--- src/rtl/alu_pkg.sv ---
// ---------------------------------------------------------------------------
// alu_pkg
// Shared definitions for the MIPS ALU and its serial set-less-than sequencer.
//   - state_e     : sequencer state encoding (IDLE/RUN/DONE)
//   - ALU_WIDTH   : architectural datapath width
//   - ALU_OP_SLT / ALU_OP_SLTU : op-select codes the ALU decoder steers here
// ---------------------------------------------------------------------------
package alu_pkg;

  localparam int ALU_WIDTH = 32;

  // Op-select codes used by the ALU decoder to route SLT/SLTU to the sequencer.
  localparam logic [3:0] ALU_OP_SLT  = 4'b0111;
  localparam logic [3:0] ALU_OP_SLTU = 4'b1000;

  typedef enum logic [1:0] {
    ST_IDLE = 2'b00,
    ST_RUN  = 2'b01,
    ST_DONE = 2'b10
  } state_e;

  // True when the decoded op belongs to the set-less-than family.
  function automatic logic is_slt_op(input logic [3:0] op);
    return (op == ALU_OP_SLT) || (op == ALU_OP_SLTU);
  endfunction

endpackage

--- src/rtl/slt_bit_cell.sv ---
// ---------------------------------------------------------------------------
// slt_bit_cell
// Combinational 1-bit less-than cell. Chained LSB to MSB, the final lt_out
// is 1 when operand a < operand b.
// Ports:
//   a, b    : operand bits at this position
//   ltc_in  : less-than verdict of the lower-order bits
//   lt_out  : less-than verdict including this bit
// ---------------------------------------------------------------------------
module slt_bit_cell (
  input  logic a,
  input  logic b,
  input  logic ltc_in,
  output logic lt_out
);

  // A differing bit decides the comparison; equal bits pass the lower verdict.
  assign lt_out = (b & ~a) | (~(a ^ b) & ltc_in);

endmodule

--- src/rtl/slt_serial_ctrl.sv ---
// ---------------------------------------------------------------------------
// slt_serial_ctrl
// Multi-cycle SLT/SLTU sequencer. Captures two operands on start, walks them
// LSB to MSB through BPC chained slt_bit_cell instances per cycle, and
// delivers a zero-extended 0/1 result with a start/busy/done handshake.
// Parameters:
//   WIDTH : operand/result width
//   BPC   : bits evaluated per cycle (must divide WIDTH)
// Ports:
//   clk, rst         : rising-edge clock, asynchronous active-high reset
//   start            : request, sampled only in IDLE
//   signed_op        : 1 = SLT (two's complement), 0 = SLTU
//   rs_in, rt_in     : operands A and B
//   busy             : high whenever not IDLE
//   done             : one-cycle pulse when rd_out becomes valid
//   rd_out           : {WIDTH-1 zeros, lt}, held until the next completion
// Build option:
//   SLT_ABORT_EN     : adds input abort; abort in RUN drops the operation.
// ---------------------------------------------------------------------------
module slt_serial_ctrl
  import alu_pkg::*;
#(
  parameter int WIDTH = ALU_WIDTH,
  parameter int BPC   = 1
) (
  input  logic             clk,
  input  logic             rst,
`ifdef SLT_ABORT_EN
  input  logic             abort,
`endif
  input  logic             start,
  input  logic             signed_op,
  input  logic [WIDTH-1:0] rs_in,
  input  logic [WIDTH-1:0] rt_in,
  output logic             busy,
  output logic             done,
  output logic [WIDTH-1:0] rd_out
);

  localparam int N_CHUNKS = WIDTH / BPC;
  localparam int CNT_W    = (N_CHUNKS > 1) ? $clog2(N_CHUNKS) : 1;

  if ((WIDTH % BPC) != 0) begin : g_bad_bpc
    $error("slt_serial_ctrl: BPC must divide WIDTH");
  end

  state_e             state_q, state_d;
  logic [WIDTH-1:0]   rs_q, rs_d;
  logic [WIDTH-1:0]   rt_q, rt_d;
  logic [WIDTH-1:0]   rd_q, rd_d;
  logic               signed_q, signed_d;
  logic               ltc_q, ltc_d;
  logic [CNT_W-1:0]   cnt_q, cnt_d;

  logic               last_chunk;
  logic [BPC-1:0]     cell_a, cell_b;
  logic [BPC:0]       chain;

  assign last_chunk = (cnt_q == CNT_W'(N_CHUNKS - 1));

  // Operands shift right each cycle, so the current chunk is always the low
  // BPC bits. In the final chunk the top cell sees the original MSBs, which
  // are swapped for signed compares to flip the sign-bit ordering.
  always_comb begin
    cell_a = rs_q[BPC-1:0];
    cell_b = rt_q[BPC-1:0];
    if (last_chunk && signed_q) begin
      cell_a[BPC-1] = rt_q[BPC-1];
      cell_b[BPC-1] = rs_q[BPC-1];
    end
  end

  assign chain[0] = ltc_q;

  for (genvar i = 0; i < BPC; i++) begin : g_cell
    slt_bit_cell u_cell (
      .a      (cell_a[i]),
      .b      (cell_b[i]),
      .ltc_in (chain[i]),
      .lt_out (chain[i+1])
    );
  end

  always_comb begin
    // NOTE: every output of this block gets a default first, so no path can
    // leave a value unassigned and infer a latch.
    state_d  = state_q;
    rs_d     = rs_q;
    rt_d     = rt_q;
    rd_d     = rd_q;
    signed_d = signed_q;
    ltc_d    = ltc_q;
    cnt_d    = cnt_q;

    unique case (state_q)
      ST_IDLE: begin
        if (start) begin
          rs_d     = rs_in;
          rt_d     = rt_in;
          signed_d = signed_op;
          ltc_d    = 1'b0;
          cnt_d    = '0;
          state_d  = ST_RUN;
        end
      end
      ST_RUN: begin
        ltc_d = chain[BPC];
        cnt_d = cnt_q + CNT_W'(1);
        rs_d  = rs_q >> BPC;
        rt_d  = rt_q >> BPC;
        if (last_chunk) begin
          rd_d    = '0;
          rd_d[0] = chain[BPC];
          state_d = ST_DONE;
        end
`ifdef SLT_ABORT_EN
        if (abort) begin
          rd_d    = rd_q;
          ltc_d   = 1'b0;
          cnt_d   = '0;
          state_d = ST_IDLE;
        end
`endif
      end
      ST_DONE: state_d = ST_IDLE;
      default: state_d = ST_IDLE;
    endcase
  end

  // NOTE: every register, operands included, is reset so a reset mid-RUN
  // leaves no stale operand or partial verdict behind.
  always_ff @(posedge clk or posedge rst) begin
    if (rst) begin
      state_q  <= ST_IDLE;
      rs_q     <= '0;
      rt_q     <= '0;
      rd_q     <= '0;
      signed_q <= 1'b0;
      ltc_q    <= 1'b0;
      cnt_q    <= '0;
    end else begin
      // NOTE: non-blocking updates so every flop samples pre-edge values.
      state_q  <= state_d;
      rs_q     <= rs_d;
      rt_q     <= rt_d;
      rd_q     <= rd_d;
      signed_q <= signed_d;
      ltc_q    <= ltc_d;
      cnt_q    <= cnt_d;
    end
  end

  assign busy   = (state_q != ST_IDLE);
  assign done   = (state_q == ST_DONE);
  assign rd_out = rd_q;

endmodule

--- config.mk ---
export PLATFORM = sky130hd
export DESIGN_NAME = slt_serial_ctrl
export DESIGN_NICKNAME = d
export VERILOG_FILES = /design/src/rtl/alu_pkg.sv /design/src/rtl/slt_bit_cell.sv /design/src/rtl/slt_serial_ctrl.sv
export SDC_FILE = /design/constraint.sdc
export NUM_CORES = 1
export LEC_CHECK = 0
export CAP_MARGIN = 5
export CORE_MARGIN = 2
export CORE_UTILIZATION = 47
export CTS_CLUSTER_DIAMETER = 80
export CTS_CLUSTER_SIZE = 16
export DETAILED_ROUTE_END_ITERATION = 8
export GPL_TIMING_DRIVEN = 0
export PLACE_DENSITY_LB_ADDON = 0.1
export REMOVE_ABC_BUFFERS = 1
export SLEW_MARGIN = 20
export SYNTH_ARGS = -nofsm -noshare
export SYNTH_HDL_FRONTEND = slang
export SYNTH_SLANG_ARGS = --single-unit
--- constraint.sdc ---
create_clock -name clk -period 3 [get_ports clk]
set_input_delay 0.45 -clock clk [delete_from_list [all_inputs] [get_ports clk]]
set_output_delay 0.45 -clock clk [all_outputs]
set_load 0.03 [all_outputs]
==> results_dict.tcl <==
set metrics [dict create \
    clock.fmax_mhz 447 \
    vias 2678 \
    grt_pass1_vias 2584 \
    antenna_cells_inserted 0 \
    post-route-worst-setup-slack_ns 0.765 \
    register_area_um2 1850 \
    cts_buffer_depth 2 \
    grt_overflow 0 \
    wl_per_cell_um 13.4 \
    die_width_um 89.9 \
    placement.io_buffers 70 \
    unrepaired_setup_endpoints_after_global_routing "false" \
    place.detailed.hpwl_um 4710 \
    antenna_violations_before_repair 0 \
    tritoncts "yes" \
    globalplace.congestion 0.710 \
    wire_length_on_met2_um 3240 \
    cell_row_count 31 \
    placed_cells 513 \
    root_buffer "sky130_fd_sc_hd__clkbuf_8" \
    syn-instance-count 361 \
    setup-tns-final_ns 0 \
    met1Wirelength_um 3290 \
    drt_iter0_markers 150 \
    layout-drive-gt1-share 0.0698 \
    worst_pin_slew_ns 0.748 \
    multi_input_area_um2 1350 \
    dp_slack_ns 0.744 \
    grt_use_total 0.183 \
    die-height_um 89.9 \
    holdBufCountCts 0 \
    timing.setup.critical_path_class "register to primary output" \
    timing.final.setup_violations 0 \
    postRouteWirelength_um 7110 \
    detailedRoute.firstPassIterationCount 5 \
    worstSetupStartpointType "register" \
    share_comb_of_total_power 0.343 \
    period_needed_ns 2.23 \
    mappedNetlistArea_um2 3470 \
    numClockSinks 74 \
    design.portCount 102 \
    cts.reportedPaths.clkPinSlew_ns 0.08 \
    detail-route-antenna-nets 0 \
    grt_first_pass_wirelength_um 12100 \
    post_syn_area_per_cell_um2 9.61 \
    hold_path_class "primary input to asynchronous set/reset pin" \
    worst-r2r-setup-slack_ns 1.21 \
    number_of_max_slew_violations_in_the_final_report 0 \
    yosys.cell_types.count 30 \
    cts-buffers-inserted 9 \
    synth_sequential_area_ratio 0.534 \
    nNetsFinal 495 \
    die-area_um2 8090 \
    vias_per_cell 5.06 \
    clock_power_share 0.221 \
    clock_skew_ns 0.0112 \
    ys_warn_count 0 \
    layout.filler_cells 668 \
    drc_violations_left 0 \
    power_report.internal_total_w 0.00253 \
    wl_met3_um 470 \
    synthDominantAreaCellType "sky130_fd_sc_hd__dfrtp_1" \
    slew-limit-headroom 0.500 \
    clock_latency_ns 0.34 \
    synth.ff_latch_count 74 \
    total_leakage_power_nw 2.11 \
    synth_top_area_frac 0.534 \
    seqPwrFrac 0.436 \
    cap_viol_max_count 0 \
    cp_data_required_time_ns 2.55 \
    top_layer "met4" \
    status "finished, final reports clean" \
    area_added_between_synthesis_and_finish_pct 26.7 \
    cts.htree.levels 3 \
    layoutNonFillerInstCount 529 \
    post_cts_setup_buffer_count 0 \
    core_area_um2 7210 \
    switching_share 0.343 \
    post_synth_main_area_contributors "sky130_fd_sc_hd__dfrtp_1, sky130_fd_sc_hd__nand2_1, sky130_fd_sc_hd__a22oi_1, sky130_fd_sc_hd__buf_4, sky130_fd_sc_hd__buf_6" \
    cts_resized 0 \
    worst_ir_drop_vdd_v 0.000364 \
    final-hold-violation-count 0 \
    power_switching_w 0.00132 \
    worstSetupEndpointType "primary output" \
    worstPathArrival_ns 1.78 \
    critical_path.max_fanout 9 \
    grt_start_max_net_pins 51 \
    p_total_w 0.00384 \
    timing.hold.ws_ns 0.432 \
    final_min_period_over_clock_period 0.745 \
    most-common-layout-cells "sky130_fd_sc_hd__nand2_1, sky130_fd_sc_hd__dfrtp_1, sky130_fd_sc_hd__clkdlybuf4s50_1" \
    power.density_cell_area_nw_per_um2 874 \
    final_common_cell "sky130_fd_sc_hd__nand2_1" \
    initial_utilization 0.481 \
]
==> per-stage QoR <==
stage,area [um2],utilization
6_report,4400,0.609
5_1_grt,4400,0.609
4_1_cts,4400,0.609
3_5_place_dp,4180,0.579
3_3_place_gp,4010,0.556
2_1_floorplan,3190,-
==> cells in the mapped netlist <==
cell,number
sky130_fd_sc_hd__nand2_1,131
sky130_fd_sc_hd__dfrtp_1,74
sky130_fd_sc_hd__a22oi_1,58
sky130_fd_sc_hd__buf_4,43
sky130_fd_sc_hd__buf_2,5
sky130_fd_sc_hd__nand3_1,5
sky130_fd_sc_hd__nor2_1,5
sky130_fd_sc_hd__nor3_1,4
sky130_fd_sc_hd__buf_6,3
sky130_fd_sc_hd__clkbuf_1,3
sky130_fd_sc_hd__nor2b_1,3
sky130_fd_sc_hd__o21ai_0,3
sky130_fd_sc_hd__ha_1,2
sky130_fd_sc_hd__inv_1,2
sky130_fd_sc_hd__nand3b_1,2
sky130_fd_sc_hd__o22ai_1,2
sky130_fd_sc_hd__o22ai_2,2
sky130_fd_sc_hd__o31ai_1,2
sky130_fd_sc_hd__a311oi_1,1
sky130_fd_sc_hd__and3_1,1
sky130_fd_sc_hd__conb_1,1
sky130_fd_sc_hd__mux2i_1,1
sky130_fd_sc_hd__nand2b_1,1
sky130_fd_sc_hd__nand4_1,1
sky130_fd_sc_hd__nand4b_1,1
sky130_fd_sc_hd__nor3b_2,1
sky130_fd_sc_hd__o21bai_2,1
sky130_fd_sc_hd__or2_2,1
sky130_fd_sc_hd__or3b_4,1
sky130_fd_sc_hd__xor2_1,1
==> routing by layer <==
layer	GRT usage	up-vias
met5	0	-
met4	0.0679	0
met3	0.0469	8
met2	0.283	85
met1	0.250	1296
li1	-	1289
==> final timing paths <==
kind	from	to	cells past startpoint
worst max-delay path	state_q[0]	busy	2
worst min-delay path	rst	rt_q[12]	2
worst max register to register	state_q[0]	rs_q[7]	5
worst min register to register	rt_q[22]	rt_q[22]	2
max in group asynchronous	rst	rs_q[13]	3
min in group clk	rt_q[22]	rt_q[22]	2
==> critical path, cell delays in order (launching register included) <==
cell	delay (ns)
sky130_fd_sc_hd__dfrtp_1	0.52
sky130_fd_sc_hd__or2_2	0.34
sky130_fd_sc_hd__clkdlybuf4s50_1	0.59
==> cell type report <==
type	instances	share of cell area
Tap cell	99	0.0282
Sequential cell	74	0.421
Clock buffer	11	0.0322
Inverter	2	0.00228
Clock inverter	5	0.0176
Timing Repair Buffer	77	0.191
Multi-Input combinational cell	261	0.307
==> power groups by stage <==
stage          clock network (W)  logic, W  registers (W)
2_1_floorplan                  0  0.000894        0.00164
3_3_place_gp                   0   0.00120        0.00167
3_5_place_dp                   0   0.00134        0.00169
4_1_cts                 0.000874   0.00134        0.00167
5_1_grt                 0.000924   0.00149        0.00173
6_report                0.000850   0.00132        0.00168
==> registers in the layout, indices dropped and copies added (netlist names) <==
name,cells
rs_q,32
rt_q,32
cnt_q,5
state_q,2
ltc_q,1
rd_out,1
signed_q,1
==> cell families (layout without fill, tap and decap cells) <==
family,Yosys count,in the layout,synth area share
AOI/OAI and AO/OA,69,69,0.151
xor gates and xnor gates,1,1,0.00252
adders and majority gates,2,2,0.00721
buffers and inverters,56,95,0.115
DFF,74,74,0.534
muxes,1,1,0.00289
other,1,31,0.00108
and+or+nand+nor,157,157,0.186
Power figures use the tool's default switching activity.
